$ cat config.mk
export PLATFORM = sky130hd
export DESIGN_NAME = button_event_ctrl
export DESIGN_NICKNAME = d
export VERILOG_FILES = /design/src/rtl/btn_evt_pkg.sv /design/src/rtl/btn_press_fsm.sv /design/src/rtl/button_event_ctrl.sv
export SDC_FILE = /design/constraint.sdc
export NUM_CORES = 1
export LEC_CHECK = 0
export ABC_AREA = 0
export CORE_AREA = 2 2 145 147
export DETAILED_ROUTE_END_ITERATION = 8
export DIE_AREA = 0 0 147 149
export PLACE_DENSITY = 0.52
export SETUP_SLACK_MARGIN = 0.5
export SYNTH_ARGS = -nofsm -noshare
export SYNTH_HDL_FRONTEND = slang
export SYNTH_HIERARCHICAL = 1
export SYNTH_SLANG_ARGS = --single-unit
$ cat constraint.sdc
create_clock -name clk -period 2.37 [get_ports clk]
set_input_delay 0.3555 -clock clk [delete_from_list [all_inputs] [get_ports clk]]
set_output_delay 0.3555 -clock clk [all_outputs]
set_load 0.01 [all_outputs]
$ cat src/rtl/btn_evt_pkg.sv
// Shared definitions for the button event path: event encodings, per-button
// FSM states and default tick counts for the 1 MHz clock.
package btn_evt_pkg;

    typedef enum logic [1:0] {
        EVT_SHORT        = 2'd0,
        EVT_LONG         = 2'd1,
        EVT_REPEAT       = 2'd2,
        EVT_RELEASE_LONG = 2'd3
    } evt_type_e;

    typedef enum logic [1:0] {
        IDLE    = 2'd0,
        PRESSED = 2'd1,
        HELD    = 2'd2
    } btn_state_e;

    localparam int LONG_PRESS_TICKS_1MHZ = 1000000;
    localparam int REPEAT_TICKS_1MHZ     = 200000;

    // Counter width sized for the larger of the two thresholds (never below 1).
    function automatic int cnt_width(input int long_ticks, input int repeat_ticks);
        int m;
        m = (long_ticks > repeat_ticks) ? long_ticks : repeat_ticks;
        return (m < 2) ? 1 : $clog2(m);
    endfunction

endpackage

$ cat src/rtl/btn_press_fsm.sv
// Per-button press classifier: edge detect, IDLE/PRESSED/HELD FSM and hold
// counter; pulses emit for one cycle with the event type.
module btn_press_fsm
    import btn_evt_pkg::*;
#(
    parameter int LONG_PRESS_TICKS = LONG_PRESS_TICKS_1MHZ,
    parameter int REPEAT_TICKS     = REPEAT_TICKS_1MHZ
) (
    input  logic       clk,
    input  logic       rst_n,
    input  logic       btn,
    output logic       emit,
    output evt_type_e  emit_type,
    output btn_state_e state
);

    localparam int CNT_W = cnt_width(LONG_PRESS_TICKS, REPEAT_TICKS);
    localparam logic [CNT_W-1:0] LONG_LAST = CNT_W'(LONG_PRESS_TICKS - 1);
    localparam logic [CNT_W-1:0] REP_LAST  = CNT_W'(REPEAT_TICKS - 1);

    logic             prev_q;
    logic             press;
    logic             release_edge;
    btn_state_e       state_q, state_d;
    logic [CNT_W-1:0] cnt_q, cnt_d;

    assign press        = btn & ~prev_q;
    assign release_edge = ~btn & prev_q;
    assign state        = state_q;

    // prev resets high so a button held through reset never looks like a press.
    always_ff @(posedge clk or negedge rst_n) begin
        if (!rst_n) begin
            prev_q  <= 1'b1;
            state_q <= IDLE;
            cnt_q   <= '0;
        end else begin
            prev_q  <= btn;
            state_q <= state_d;
            cnt_q   <= cnt_d;
        end
    end

    always_comb begin
        state_d   = state_q;
        cnt_d     = cnt_q;
        emit      = 1'b0;
        emit_type = EVT_SHORT;
        case (state_q)
            IDLE: begin
                if (press) begin
                    state_d = PRESSED;
                    cnt_d   = '0;
                end
            end
            PRESSED: begin
                if (release_edge) begin
                    emit      = 1'b1;
                    emit_type = EVT_SHORT;
                    state_d   = IDLE;
                end else if (cnt_q == LONG_LAST) begin
                    emit      = 1'b1;
                    emit_type = EVT_LONG;
                    state_d   = HELD;
                    cnt_d     = '0;
                end else begin
                    cnt_d = cnt_q + 1'b1;
                end
            end
            HELD: begin
                // Release outranks a REPEAT due in the same cycle.
                if (release_edge) begin
                    emit      = 1'b1;
                    emit_type = EVT_RELEASE_LONG;
                    state_d   = IDLE;
                end else if (cnt_q == REP_LAST) begin
                    emit      = 1'b1;
                    emit_type = EVT_REPEAT;
                    cnt_d     = '0;
                end else begin
                    cnt_d = cnt_q + 1'b1;
                end
            end
            default: begin
                state_d = IDLE;
                cnt_d   = '0;
            end
        endcase
    end

endmodule

$ cat src/rtl/button_event_ctrl.sv
// Turns debounced button levels into SHORT/LONG/REPEAT/RELEASE_AFTER_LONG
// events, one pending slot per button, round-robin onto one event channel.
module button_event_ctrl
    import btn_evt_pkg::*;
#(
    parameter int N_BTN            = 4,
    parameter int LONG_PRESS_TICKS = LONG_PRESS_TICKS_1MHZ,
    parameter int REPEAT_TICKS     = REPEAT_TICKS_1MHZ,
    localparam int IDX_W           = $clog2(N_BTN)
) (
    input  logic               clk,
    input  logic               rst_n,
    input  logic [N_BTN-1:0]   btn_clean,
    output logic               evt_valid,
    input  logic               evt_ready,
    output logic [IDX_W-1:0]   evt_btn,
    output logic [1:0]         evt_type,
    output logic               overflow,
    input  logic               clr_overflow,
    output logic [2*N_BTN-1:0] fsm_state
);

    // Handshake: an event transfers on a rising edge with evt_valid && evt_ready;
    // while evt_valid && !evt_ready, evt_btn/evt_type hold their values.

    logic [N_BTN-1:0] emit;
    evt_type_e        emit_type [N_BTN];
    btn_state_e       btn_state [N_BTN];

    logic [N_BTN-1:0] pend_v_q, pend_v_d;
    evt_type_e        pend_t_q [N_BTN];
    evt_type_e        pend_t_d [N_BTN];
    logic [IDX_W-1:0] rr_q;
    logic             grant_v;
    logic [IDX_W-1:0] grant_idx;
    logic             load;
    logic             take;
    logic             drop;

    for (genvar i = 0; i < N_BTN; i++) begin : g_btn
        btn_press_fsm #(
            .LONG_PRESS_TICKS (LONG_PRESS_TICKS),
            .REPEAT_TICKS     (REPEAT_TICKS)
        ) u_fsm (
            .clk       (clk),
            .rst_n     (rst_n),
            .btn       (btn_clean[i]),
            .emit      (emit[i]),
            .emit_type (emit_type[i]),
            .state     (btn_state[i])
        );
        assign fsm_state[2*i +: 2] = btn_state[i];
    end

    assign load = !evt_valid || evt_ready;
    assign take = load && grant_v;

    // First pending slot after the last winner, wrapping modulo N_BTN.
    always_comb begin
        grant_v   = 1'b0;
        grant_idx = '0;
        for (int k = 1; k <= N_BTN; k++) begin
            if (!grant_v && pend_v_q[(int'(rr_q) + k) % N_BTN]) begin
                grant_v   = 1'b1;
                grant_idx = IDX_W'((int'(rr_q) + k) % N_BTN);
            end
        end
    end

    // A slot being granted this cycle is free for a new event; otherwise a
    // second event on a full slot is dropped and the older one is kept.
    always_comb begin
        pend_v_d = pend_v_q;
        pend_t_d = pend_t_q;
        drop     = 1'b0;
        for (int i = 0; i < N_BTN; i++) begin
            if (take && grant_idx == IDX_W'(i)) begin
                pend_v_d[i] = 1'b0;
            end
            if (emit[i]) begin
                if (!pend_v_d[i]) begin
                    pend_v_d[i] = 1'b1;
                    pend_t_d[i] = emit_type[i];
                end else begin
                    drop = 1'b1;
                end
            end
        end
    end

    always_ff @(posedge clk or negedge rst_n) begin
        if (!rst_n) begin
            pend_v_q  <= '0;
            for (int i = 0; i < N_BTN; i++) begin
                pend_t_q[i] <= EVT_SHORT;
            end
            rr_q      <= IDX_W'(N_BTN - 1);
            evt_valid <= 1'b0;
            evt_btn   <= '0;
            evt_type  <= 2'd0;
            overflow  <= 1'b0;
        end else begin
            pend_v_q <= pend_v_d;
            pend_t_q <= pend_t_d;
            if (drop) begin
                overflow <= 1'b1;
            end else if (clr_overflow) begin
                overflow <= 1'b0;
            end
            if (load) begin
                if (grant_v) begin
                    evt_valid <= 1'b1;
                    evt_btn   <= grant_idx;
                    evt_type  <= pend_t_q[grant_idx];
                    rr_q      <= grant_idx;
                end else begin
                    evt_valid <= 1'b0;
                end
            end
        end
    end

endmodule

==> results.py <==
metrics = {
    "sta": {
        "final-hold-violation-count": 0,
        "clock.fmax_mhz": 459.0,
        "rsz0062_at_grt": "true",
        "period_needed_ns": 2.179,
        "setup_tns_ns": 0,
        "skew_ns": 0.007617,
        "worst_pin_slew_ns": 0.6573,
        "finalSetupViolations": 0,
        "holdWs_ns": 0.02388,
        "maxSlewViolCount": 0,
        "min_period_over_period_pct": 91.93,
        "slew_headroom_pct": 56.18,
    },
    "floorplan": {
        "initial_core_util_pct": 34.31,
        "die_x_um": 147,
        "dieArea_um2": 21900,
        "design.core.area_um2": 20560,
        "ios": 22,
        "rows": 53,
        "fp.dieH_um": 149,
    },
    "power_and_ir_drop": {
        "combPwrFrac_pct": 49.7,
        "p_int_w": 0.004585,
        "power_density_nw_per_um2": 765.1,
        "max-vdd-ir-drop_uv": 403.3,
        "swShare_pct": 40.23,
        "power.share.clock_pct": 20.3,
        "pwr-share-seq_pct": 30.0,
        "p_switching_w": 0.003086,
        "cellLeakagePower_nw": 3.920,
    },
    "routing": {
        "viasPerCell": 5.415,
        "via_count": 6579,
        "drtIter0Drc": 405,
        "ant_nets": 0,
        "drc": 0,
        "finalWirelength_um": 19740,
        "first_pass_iters": 5,
        "drt-wirelength-per-cell_um": 16.25,
    },
    "critical_path": {
        "timing.rr.end": "g_btn[3].u_fsm/cnt_q[8]$_DFFE_PN0P_",
        "setup.worst_path.start": "g_btn[3].u_fsm/cnt_q[7]$_DFFE_PN0P_",
        "rr_worst_depth": 8,
        "worst_ep_required_time_ns": 2.61,
        "worstPathMaxFanout": 7,
        "r2r_start": "g_btn[3].u_fsm/cnt_q[7]$_DFFE_PN0P_",
        "crit_type": "reg2reg",
        "rrSetupSlack_ns": 0.19,
        "endpoint": "g_btn[3].u_fsm/cnt_q[8]$_DFFE_PN0P_",
        "worstPathArrival_ns": 2.41,
        "worstSetupEndpointType": "flip-flop",
        "worstSetupStartpointType": "flip-flop",
    },
    "placed_design": {
        "dp.final_hpwl_um": 11960,
        "dpl_cell_area_um2": 8011,
        "port_buffers": 21,
        "gp_congestion": 0.8434,
    },
    "grt": {
        "track_usage_pct": 17.64,
        "first_global_vias": 6319,
        "grt_pass1_wl_um": 31790,
        "antenna_found_initial": 0,
        "gr-total-overflow": 0,
        "grt_max_degree": 113,
    },
    "synthesis": {
        "synth_edf_count": 0,
        "synth_fp_nets": 795,
        "synth_top_area_share_pct": 37.61,
        "yosysMostFrequentCell": "nand2_1",
        "synthFlopType": "dfrtp_1",
        "synth_cell_types": 63,
        "syn-instance-count": 771,
        "synth_top_cell_by_area": "dfrtp_1",
        "synth-seq-area-share_pct": 39.84,
        "synth_commonest_cells": "nand2_1 (138), dfrtp_1 (106), o21ai_0 (41)",
        "synth-seq-cells": 112,
        "synthTopCellsByArea": "dfrtp_1 (38%), nand2_1 (7.3%), o211ai_1 (4.0%), o21ai_0 (2.9%), o311ai_1 (2.9%)",
        "syn_avg_cell_area_um2": 9.148,
        "ys_async_sr_fraction_pct": 100.0,
        "netlist_area_um2": 7053,
        "yosys_warnings": 6,
    },
    "final_layout": {
        "nets": 959,
        "antenna_cells": 0,
        "final_layout_size_suffix_gt1_share_pct": 37.87,
        "finalInstanceArea_um2": 10030,
        "area_delta_synth_final_pct": 42.15,
    },
    "clock_tree": {
        "cts_tree": "built",
        "cts_buffers": 9,
        "htree_levels": 3,
        "root_buffer": "clkbuf_16",
        "clock-sinks": 112,
        "clk_pin_slew_ns": 0.08,
        "cts_max_path_buffers": 2,
        "clkLatencyLatePin_ns": 0.37,
        "postCtsHoldBufs": 0,
    },
    "flow_run": {
        "maxCapViolations": 0,
    },
    "worst_hold_path": {
        "hp-class": "in2async",
    },
    "run_status": {
        "run_status": "completed",
    },
}
[timing repair]
action / 4_1_cts / 5_1_grt
setup endpoints to repair: 89 / 100
setup buffers: 56 / 43
endpoints found under the hold margin: 0 / 0
gates resized for setup: 98 / 103
pin swaps: 104 / 89
cloned: 2 / 0
[routing by layer]
layer  vias to the layer above  routed length (um)  track usage (%)
met5                         -                   0                0
met4                         0                 202            4.135
met3                        18                 608            3.089
met2                       112                9568            29.11
met1                      3223                9359            24.32
li1                       3226                   -                -
[power groups by stage]
stage,logic (W),clock network (W),registers (W)
global route,0.00410,0.00168,0.00233
detailed placement,0.00260,0,0.00234
finish,0.00381,0.00156,0.00230
CTS,0.00341,0.00161,0.00230
global placement,0.00261,0,0.00234
floorplan,0.00172,0,0.00232
[area by class of cell]
cell class	instances	area [um2]
clock buffers	11	252.7
clock inverters	5	37.54
fillers	1924	10530
inverters	37	141.4
multi-input cells	599	4760
flip-flops and latches	112	2819
well taps	275	344.1
repair buffers	176	1672
[per-stage QoR]
| step | instances | worst slack (ns) | utilization (%) | power (W) |
|---|---|---|---|---|
| after floorplan | 771 | 0.1594 | - | 0.004048 |
| after global placement | 1098 | 0.1580 | 38.97 | 0.004948 |
| after detailed placement | 1098 | 0.1624 | 38.97 | 0.004947 |
| after CTS | 1172 | 0.2916 | 44.80 | 0.007319 |
| after global routing | 1215 | 0.06587 | 48.77 | 0.008117 |
| final | 1215 | 0.1911 | 48.77 | 0.007671 |
[worst max-delay path: stages, from the launching register on]
cell      delay (ns)
dfrtp_1         0.40
or4_4           0.55
nor4_4          0.26
buf_4           0.16
buf_6           0.11
a21oi_4         0.10
nor2_8          0.25
buf_6           0.13
o211ai_1        0.10
[worst min path at each step]
stage	from	endpoint	slack, ns	depth (start not counted)
final	rst_n	g_btn[1].u_fsm/state[1]$_DFFE_PN0P_	0.02	2
after global routing	rst_n	g_btn[1].u_fsm/state[1]$_DFFE_PN0P_	0.1	2
after CTS	rst_n	g_btn[1].u_fsm/state[1]$_DFFE_PN0P_	0.10	2
after detailed placement	evt_btn[1]$_DFFE_PN0P_	evt_btn[1]$_DFFE_PN0P_	0.47	2
after global placement	evt_btn[1]$_DFFE_PN0P_	evt_btn[1]$_DFFE_PN0P_	0.47	2
after floorplan	rst_n	evt_btn[0]$_DFFE_PN0P_	0.06	0
[state kept, by name, indices dropped and copies added, names as in the netlist]
register / cells
evt_btn: 2
evt_type: 2
evt_valid: 1
g_btn.u_fsm/cnt_q: 80
g_btn.u_fsm/prev_q: 4
g_btn.u_fsm/state: 8
overflow: 1
pend_t_q: 8
pend_v_q: 4
rr_q: 2
[kinds of logic (layout without fill, tap and decap cells)]
group,count (synthesis),after routing,synth area share [%]
mux,27,27,4.027
xor+xnor,9,9,1.118
fa+ha+maj,16,16,2.838
simple gates,328,328,24.75
buf+inv,60,229,4.062
flops,112,112,39.84
compound gates,219,219,23.36
[layout by cell type (no fill, tap or decap), types with 15 or more instances in the layout]
cell type,netlist,layout
buf_4,0,100
buf_6,6,46
clkdlybuf4s50_1,0,20
o21ai_0,41,19
nand3_1,27,26
mux2i_1,16,16
inv_1,37,36
nor4_1,17,15
o211ai_1,38,38
nor2_1,35,33
nand4_1,22,22
dfrtp_1,106,99
o21ai_2,10,27
nand2_1,138,130
Power figures use the tool's default switching activity.
==> RTL edit: new RTL, config.mk and constraints unchanged <==
Add an input register stage for `btn_clean`, without a reset; this delays it by one clock. The other inputs are not delayed to match.
--- a/src/rtl/button_event_ctrl.sv
+++ b/src/rtl/button_event_ctrl.sv
@@ -19,6 +19,12 @@
     input  logic               clr_overflow,
     output logic [2*N_BTN-1:0] fsm_state
 );
+
+    logic [N_BTN-1:0] btn_clean_q;
+
+    always_ff @(posedge clk) begin
+        btn_clean_q <= btn_clean;
+    end
 
     // Handshake: an event transfers on a rising edge with evt_valid && evt_ready;
     // while evt_valid && !evt_ready, evt_btn/evt_type hold their values.
@@ -44,7 +50,7 @@
         ) u_fsm (
             .clk       (clk),
             .rst_n     (rst_n),
-            .btn       (btn_clean[i]),
+            .btn       (btn_clean_q[i]),
             .emit      (emit[i]),
             .emit_type (emit_type[i]),
             .state     (btn_state[i])
Behaviour: not the same (Yosys sat finds a counterexample within 4 cycles, from zero or initial values and one cycle with rst_n low).
==> RTL edit against the original RTL <==
Worst setup slack worse by 40 ps; clock power increased by 79%; synthesized area is 0.76% higher; global-route usage is 0.31 points higher; sequential power rose by 4%; sequential cell count increased by 4; synthesized cell count is 0.91% higher; power rose by 15%; final area is 1.4% higher; routed wire length is 0.43% lower; critical path type unchanged; largest power group unchanged; highest routed layer unchanged.
==> RTL edit: results (changes against the original RTL) <==
Global routing
  – Met1 Use GR: 24.6% (+0.31 points)
  – Global-route wire length before repair: 32300 um (+1.7%)
  – Largest net degree at the start of global routing: 44 (-61%)
  – GRT Total Usage: 18.0% (+0.31 points)
  – Vias in the first global route: 6325 (+0.095%)
  – Met2 Track Usage GR: 29.6% (+0.45 points)

Cells and area
  – Nonclk buf count: 144 (-18%)
  – Register Area: 2900 sq um (+2.8%)
  – Clk tree area frac: 6.28% (+3.4 points)
  – Nets: 941 (-1.9%)
  – Final std cells w/o fill: 1205 (-0.82%)
  – Final Util: 49.4% (+0.68 points)
  – Multi-input gate area: 4780 sq um (+0.42%)
  – Fillcell total: 1922 (-0.10%)
  – Multi-input gate count: 601 (+0.33%)
  – Fraction of layout cells with a size suffix above 1: 36.1% (-1.7 points)
  – Non-clk buf share: 13.4% (-3.2 points)
  – Clock buffers: 23 (+12)

Status
  – Status: completed

Power
  – Peak supply drop: 0.564 mV (+40%)
  – Total chip power: 8.83 mW (+15%)
  – Flop pwr share: 27.2% (-2.8 points)
  – Leakage Power: 3.97 nW (+1.2%)
  – P_sw: 3.19 mW (+3.4%)

Synth
  – Synth area leaders: dfrtp_1 (37%), nand2_1 (7.5%), o211ai_1 (4.0%)
  – Syn Nets: 802 (+0.88%)
  – Sequential share of the synthesized area: 40.7% (+0.83 points)
  – Synth top cells by count: nand2_1 (142), dfrtp_1 (106), o21ai_0 (40)
  – Library cells used by synthesis: 64 (+1.6%)
  – Mapped Cells: 778 (+0.91%)

STA
  – Worst hold slack: 321 ps (+297 ps)
  – Layout Skew: 10.8 ps (+3.20 ps)
  – Worst slew pin tran: 511 ps (-146 ps)
  – Max Fclk: 0.451 GHz (-1.8%)

Drt
  – 1st-iter DRT viols: 351 (-13%)
  – Vias: 6576 (-0.046%)
  – Routed wire length: 19700 um (-0.43%)
  – Routed wl met2: 9590 um (+0.23%)
  – WL met1: 9300 um (-0.63%)
  – Met3 WL post-DR: 566 um (-6.9%)

Critical path
  – R2R depth: 7 (-1)
  – WP data arrival: 2510 ps (+100 ps)
  – Worst R2R End: pend_t_q[0]
  – R2R Path Start: g_btn[3].u_fsm/cnt_q[12]
  – Critical-path maximum fanout: 4 (-3)
  – R2R Setup Slk: 150 ps (-40 ps)

CTS
  – CTS max path bufs: 2 (unchanged)
  – Clock sink total: 116 (+3.6%)
  – H-tree levels: 4 (+1)
  – CTS buffer count: 17 (+8)
  – Worst-path clk slew: 50 ps (-30 ps)

Place
  – DP Area: 8080 sq um (+0.89%)
  – Setup WS pre-CTS: 67.8 ps (-94.6 ps)
  – Routability cong.: 0.802 (-4.9%)
  – Detail Placement HPWL: 12000 um (+0.72%)
==> RTL edit: cell types whose count changed after synthesis, sizes merged, moves of 3 or more <==
cell | unedited run | this run
dfxtp | 0 | 4
a21o | 7 | 4
nand2 | 139 | 142
nand2b | 11 | 8
nor2 | 39 | 42
==> RTL edit: kinds of logic after synthesis <==
family / count (synthesis) / synth area share, %
fa+ha+maj: 16 / 2.82
buf+inv: 61 / 4.10
mux: 27 / 4.17
flops: 116 / 40.7
compound gates: 216 / 22.5
simple gates: 333 / 24.7
xor+xnor: 9 / 1.11
==> RTL edit: worst max-delay path, delay by kind of cell, from the launching register on <==
family / cells / cell delay, ps
mux: 1 / 290
simple gates: 5 / 1230
compound gates: 1 / 200
flops: 1 / 370
==> RTL edit: timing repair <==
item,CTS,global route
hold buffers,1,0
buffers inserted,43,25
endpoints found under the hold margin,30,0
gates resized for setup,102,87
pin swaps,94,70
cloned,1,0
endpoints found under the setup margin,89,100
